### src/rtl/hazard_scheduler.sv
// Issue-side register scoreboard plus round-robin arbiter sharing the single
// register-file write port between the ALU (wb0) and memory (wb1) writeback paths.
module hazard_scheduler #(
    parameter int NREG = 16,
    parameter int AW   = 4,
    parameter int DW   = 16
) (
    input  logic            clk,
    input  logic            rst_n,
    input  logic            iss_valid,
    input  logic [AW-1:0]   iss_src1,
    input  logic [AW-1:0]   iss_src2,
    input  logic [AW-1:0]   iss_dest,
    input  logic            iss_wr,
    output logic            iss_ready,
    input  logic            wb0_valid,
    input  logic [AW-1:0]   wb0_reg,
    input  logic [DW-1:0]   wb0_val,
    input  logic            wb1_valid,
    input  logic [AW-1:0]   wb1_reg,
    input  logic [DW-1:0]   wb1_val,
    output logic            wb0_ready,
    output logic            wb1_ready,
    output logic            rf_we,
    output logic [AW-1:0]   rf_waddr,
    output logic [DW-1:0]   rf_wdata,
    output logic [NREG-1:0] busy_mask,
    output logic            wb_err,
    output logic [15:0]     stall_cnt
);
    logic [NREG-1:0] pend, pendNext;
    logic            lastGrant;   // 1: wb1 won most recently, so wb0 is favoured next
    logic            issFire, wbFire, errNext;
    logic [AW-1:0]   wbReg;
    logic [DW-1:0]   wbVal;

    // No bypass: a register freed this edge becomes readable only next cycle.
    assign iss_ready = !pend[iss_src1] && !pend[iss_src2] && (!iss_wr || !pend[iss_dest]);
    assign issFire   = iss_valid && iss_ready;

    assign wb0_ready = wb0_valid && (!wb1_valid || lastGrant);
    assign wb1_ready = wb1_valid && (!wb0_valid || !lastGrant);
    assign wbFire    = wb0_ready || wb1_ready;
    assign wbReg     = wb1_ready ? wb1_reg : wb0_reg;
    assign wbVal     = wb1_ready ? wb1_val : wb0_val;
    assign busy_mask = pend;

    always_comb begin
        pendNext = pend;
        if (rf_we)
            pendNext[rf_waddr] = 1'b0;
        if (issFire && iss_wr)
            pendNext[iss_dest] = 1'b1;
    end

    // Orphan writebacks, and a new claim landing on a register mid-clear, both mark corruption.
    assign errNext = (wbFire && !pend[wbReg]) ||
                     (issFire && iss_wr && rf_we && (iss_dest == rf_waddr));

    always_ff @(posedge clk or negedge rst_n) begin
        if (!rst_n) begin
            pend      <= '0;
            lastGrant <= 1'b1;
            rf_we     <= 1'b0;
            rf_waddr  <= '0;
            rf_wdata  <= '0;
            wb_err    <= 1'b0;
            stall_cnt <= '0;
        end else begin
            pend  <= pendNext;
            rf_we <= wbFire;
            if (wbFire) begin
                lastGrant <= wb1_ready;
                rf_waddr  <= wbReg;
                rf_wdata  <= wbVal;
            end
            if (errNext)
                wb_err <= 1'b1;
            if (iss_valid && !iss_ready && (stall_cnt != 16'hFFFF))
                stall_cnt <= stall_cnt + 16'd1;
        end
    end
endmodule
### config.mk
export PLATFORM = sky130hd
export DESIGN_NAME = hazard_scheduler
export DESIGN_NICKNAME = d
export VERILOG_FILES = /design/src/rtl/hazard_scheduler.sv
export SDC_FILE = /design/constraint.sdc
export NUM_CORES = 1
export LEC_CHECK = 0
export CAP_MARGIN = 20
export CORE_MARGIN = 2
export CORE_UTILIZATION = 51
export CTS_BUF_LIST = sky130_fd_sc_hd__clkbuf_16
export DETAILED_ROUTE_END_ITERATION = 7
export PLACE_DENSITY = 0.92
export SYNTH_ARGS = -nofsm -noshare
export SYNTH_HDL_FRONTEND = slang
export SYNTH_SLANG_ARGS = --single-unit
export TNS_END_PERCENT = 100
### constraint.sdc
create_clock -name clk -period 5.8 [get_ports clk]
set_input_delay 0.87 -clock clk [delete_from_list [all_inputs] [get_ports clk]]
set_output_delay 0.87 -clock clk [all_outputs]
set_load 0.02 [all_outputs]
# After elaboration in Yosys (flattened, before gate mapping)
# Cells that the tools add are included.
# word_totals
word_cells,63
reg_bits,55
# op_classes
order_cmp,7
n_eq_ne,2
reduce_logical,27
bitwise_logic,3
muxes,16
add_sub_neg,1
# op_table
cell,n
$mux W16,3
$lt A4 B5 Y1 const B,5
$add A16 B1 Y16 const B,1
$and A16 B16 Y16,1
$bmux W1 S4,4
$ne A16 B16 Y1 const B,1
$not A16 Y16,1
$or A16 B16 Y16,1
$logic_and A1 B1 Y1,13
$logic_not A1 Y1,9
$demux W1 S4,2
$ge A4 B1 Y1 const B,2
$mux W1,6
$logic_or A1 B1 Y1,5
$eq A4 B4 Y1,1
$mux W4,1

# Depth between registers and ports, before layout
# logic_depth
depth_word,10
mapped_depth,8

# Worst setup path before layout
# OpenSTA, ideal clock, no wires.
# synth_timing
path_type,input to output
start,input iss_src1[0]
end,output iss_ready
t_arrival_ns,2.302
path_buffers,0
setup_slack_ns,2.628
stages,5
cell_sequence,mux4_1 > mux2_2 > mux2i_4 > nand3_4 > inv_1
# synth_between
elab_chain_len,5
# synth_lines
item,line,source
from (decl),11,"input logic [AW-1:0] iss_src1,"
$bmux W1 S4,38,assign iss_ready = !pend[iss_src1] && !pend[iss_src2] && (!iss_wr || !pend[iss_dest]);
$mux W1 (not written as such),38,
$logic_not A1 Y1,38,
$logic_and A1 B1 Y1 (2 in a row),38,
to (decl),15,"output logic iss_ready,"
# Every way passes these cells. The select of a mux whose other input is x is not followed.

# Final worst setup path
# layout_timing
start,input iss_dest[0]
end,output iss_ready
# layout_between
elab_chain_len,5
# layout_lines
item,line,source
from (decl),13,"input logic [AW-1:0] iss_dest,"
$bmux W1 S4,38,
$mux W1 (not written as such),38,
$logic_not A1 Y1,38,
$logic_or A1 B1 Y1,38,
$logic_and A1 B1 Y1,38,
# Every way passes these cells. The select of a mux whose other input is x is not followed.

==> results.json <==
{
  "busiest_layer": "met2",
  "cpMostUsedCell": "clkdlybuf4s50_1",
  "endpoint_kind": "output pin",
  "start_kind": "input port",
  "crit_family": "buffers and inverters",
  "rows": 30,
  "routabilityCongestion": 0.990,
  "die_x_um": 88.1,
  "via_per_inst": 6.48,
  "grt_antenna_before_repair": 0,
  "worst_slew_pin_slew_ns": 0.828,
  "hold_path_class": "flop to flop",
  "grt_pass1_wl_um": 17200,
  "clkTransAtPathRegs_ns": 0.07,
  "grt_use_met3": 0.0500,
  "p_leak_uw": 0.00197,
  "drc": 0,
  "ys.flop_type": "dfrtp_1",
  "cap_violations": 0,
  "power_uw": 1820,
  "clock_latency_ns": 0.30,
  "hold_buffers": 0,
  "synth_cell_types": 53,
  "numPortBuffers": 114,
  "yosys_warnings": 0,
  "critical_path.cell_chain": "clkdlybuf4s50_1 -> mux4_2 -> o22ai_1 -> a211o_1 -> nand3_4 -> inv_1 -> clkdlybuf4s50_1",
  "syn_area_um2": 3600,
  "coreArea_um2": 6830,
  "swShare": 0.418,
  "switching_power_uw": 761,
  "combPwrFrac": 0.473,
  "avgSynthCellArea_um2": 9.85,
  "clock_path_buffers": 2,
  "worst-endpoint-arrival_ns": 4.04,
  "cts.repair.resized": 0,
  "grt_overflow_total": 0,
  "peakVddDrop_mv": 0.198,
  "vias": 3647,
  "gr-usage-met1": 0.350,
  "synth_async_sr_flop_share": 1.00,
  "start_util": 0.527,
  "p_per_area_nw_per_um2": 370,
  "root_buffer": "clkbuf_16",
  "cts_buffers": 5,
  "drt_iter0_markers": 304,
  "track_usage": 0.287,
  "skew_ns": 0.00598,
  "outcome": "completed",
  "ys_ff_latch": 55,
  "worstPathMaxFanout": 17,
  "setup_viol": 0,
  "finalHoldViolations": 0,
  "max_stage_delay_ns": 0.76,
  "area_growth_pct": 36.4,
  "ioPinCount": 115,
  "sequentialPowerShare": 0.360,
  "dieArea_um2": 7750,
  "synth-seq-area-share": 0.382,
  "post_drt_wl_per_cell_um": 19.5,
  "fin_nets": 525,
  "grt.met2_usage": 0.501,
  "intPower_uw": 1060,
  "drtAntennaViolNets": 0,
  "synth_enable_flop_cells": 0,
  "drtPass1Iterations": 6,
  "post_cts_buffers": 0,
  "crit_type": "input port to output pin",
  "slew_violations": 0,
  "max-slew-margin-rel": 0.446,
  "ctsHtreeMaxLevel": 2,
  "dieHeight_um": 88.1,
  "crit_buf_inv": 3,
  "drive_gt1_frac": 0.0921,
  "cts_tree": "built",
  "syn-num-nets": 425,
  "final.min_clock_period_ns": 4.91,
  "required_ns": 4.93,
  "wirelength_um": 11000,
  "post-route-period-util": 0.846,
  "synthCells": 366,
  "dp_hpwl_um": 7780,
  "diodes": 0,
  "finalSetupTns_ns": 0,
  "rsz0062_at_grt": "false",
  "fmax_mhz": 204,
  "clock_sink_count": 55,
  "grt_max_degree": 56,
  "slowest_stage": "clkdlybuf4s50_1",
  "power.clock.fraction": 0.168,
  "grt_pass1_vias": 3577
}
==> logic make-up after synthesis <==
group / count (synthesis) / share of synthesized area
buffers and inverters: 50 / 0.0580
multiplexers: 32 / 0.159
flip-flops: 55 / 0.382
adder cells (fa/ha/maj): 1 / 0.00347
XOR/XNOR: 16 / 0.0389
AO/OA/AOI/OAI: 122 / 0.227
AND/OR/NAND/NOR: 90 / 0.131
==> per-layer routing <==
metal  wire (um)  up-vias
met5           0        -
met4         483        0
met3         786       59
met2        5480      220
met1        4220     1763
li1            -     1605
==> power by group through the flow <==
stage	combinational [uW]	clock, uW	sequential, uW
finish	860	305	654
global route	916	328	665
CTS	859	309	644
detailed placement	849	0	651
global placement	826	0	649
floorplan	421	0	703
==> sequential cells by signal, summed over array words and instances, names as in the netlist <==
signal     cells
rf_waddr       4
busy_mask     16
lastGrant      1
rf_we          1
stall_cnt     16
rf_wdata      16
wb_err         1
==> cells in the mapped netlist, types with 8 or more instances <==
master | instances | share of area
dfrtp_1 | 54 | 0.38
nand4_1 | 9 | 0.016
a31oi_1 | 20 | 0.035
xor2_1 | 13 | 0.032
o21ai_0 | 23 | 0.032
nand2_1 | 14 | 0.015
nand2b_1 | 8 | 0.014
nand3_1 | 8 | 0.011
mux2i_1 | 8 | 0.022
nor2_1 | 24 | 0.025
a311oi_1 | 10 | 0.024
a21oi_1 | 22 | 0.031
clkbuf_1 | 13 | 0.014
o22ai_1 | 18 | 0.031
inv_1 | 26 | 0.027
mux4_2 | 11 | 0.069
o31ai_1 | 8 | 0.017
==> worst paths after layout <==
path                              start             to  slack, ns  cells past startpoint
max in group asynchronous         rst_n   stall_cnt[2]       4.64                      2
hold reg to reg            stall_cnt[6]   stall_cnt[6]       0.49                      1
min in group asynchronous         rst_n   rf_wdata[10]       0.69                      2
hold / removal             stall_cnt[6]   stall_cnt[6]       0.49                      1
setup reg to reg           busy_mask[9]  busy_mask[13]       3.04                      5
setup / recovery            iss_dest[0]      iss_ready       0.89                      7
==> per-stage QoR <==
step / instances / cell area, um2 / hold WS (ns) / utilization / worst slack (ns)
2_1_floorplan: 366 / 3600 / 0.574 / - / 2.63
3_3_place_gp: 555 / 4770 / 0.481 / 0.698 / 1.02
3_5_place_dp: 555 / 4770 / 0.483 / 0.698 / 0.948
4_1_cts: 563 / 4910 / 0.492 / 0.719 / 0.916
5_1_grt: 563 / 4910 / 0.532 / 0.719 / 0.727
6_report: 563 / 4910 / 0.489 / 0.719 / 0.893
==> layout make-up <==
cell class / instances / area, um2
multi-input combinational: 261 / 2020
fill: 510 / 1920
sequential: 55 / 1380
timing repair buffer: 116 / 1150
clock buffer: 5 / 125
tap: 96 / 120
inverter: 27 / 101
clock inverter: 3 / 22.5
==> cell usage in the layout, fill, tap and decap left out, types with 5 or more instances in the layout <==
cell type	count
a21oi_1	22
a311oi_1	10
a31oi_1	20
clkbuf_16	5
clkdlybuf4s50_1	113
dfrtp_1	54
inv_1	26
mux2_2	5
mux2i_1	8
mux4_1	5
mux4_2	11
nand2_1	14
nand2b_1	8
nand3_1	8
nand4_1	9
nor2_1	24
o21ai_0	23
o22ai_1	18
o31ai_1	8
or3_1	5
xor2_1	13
(Power assumes the default switching activity.)
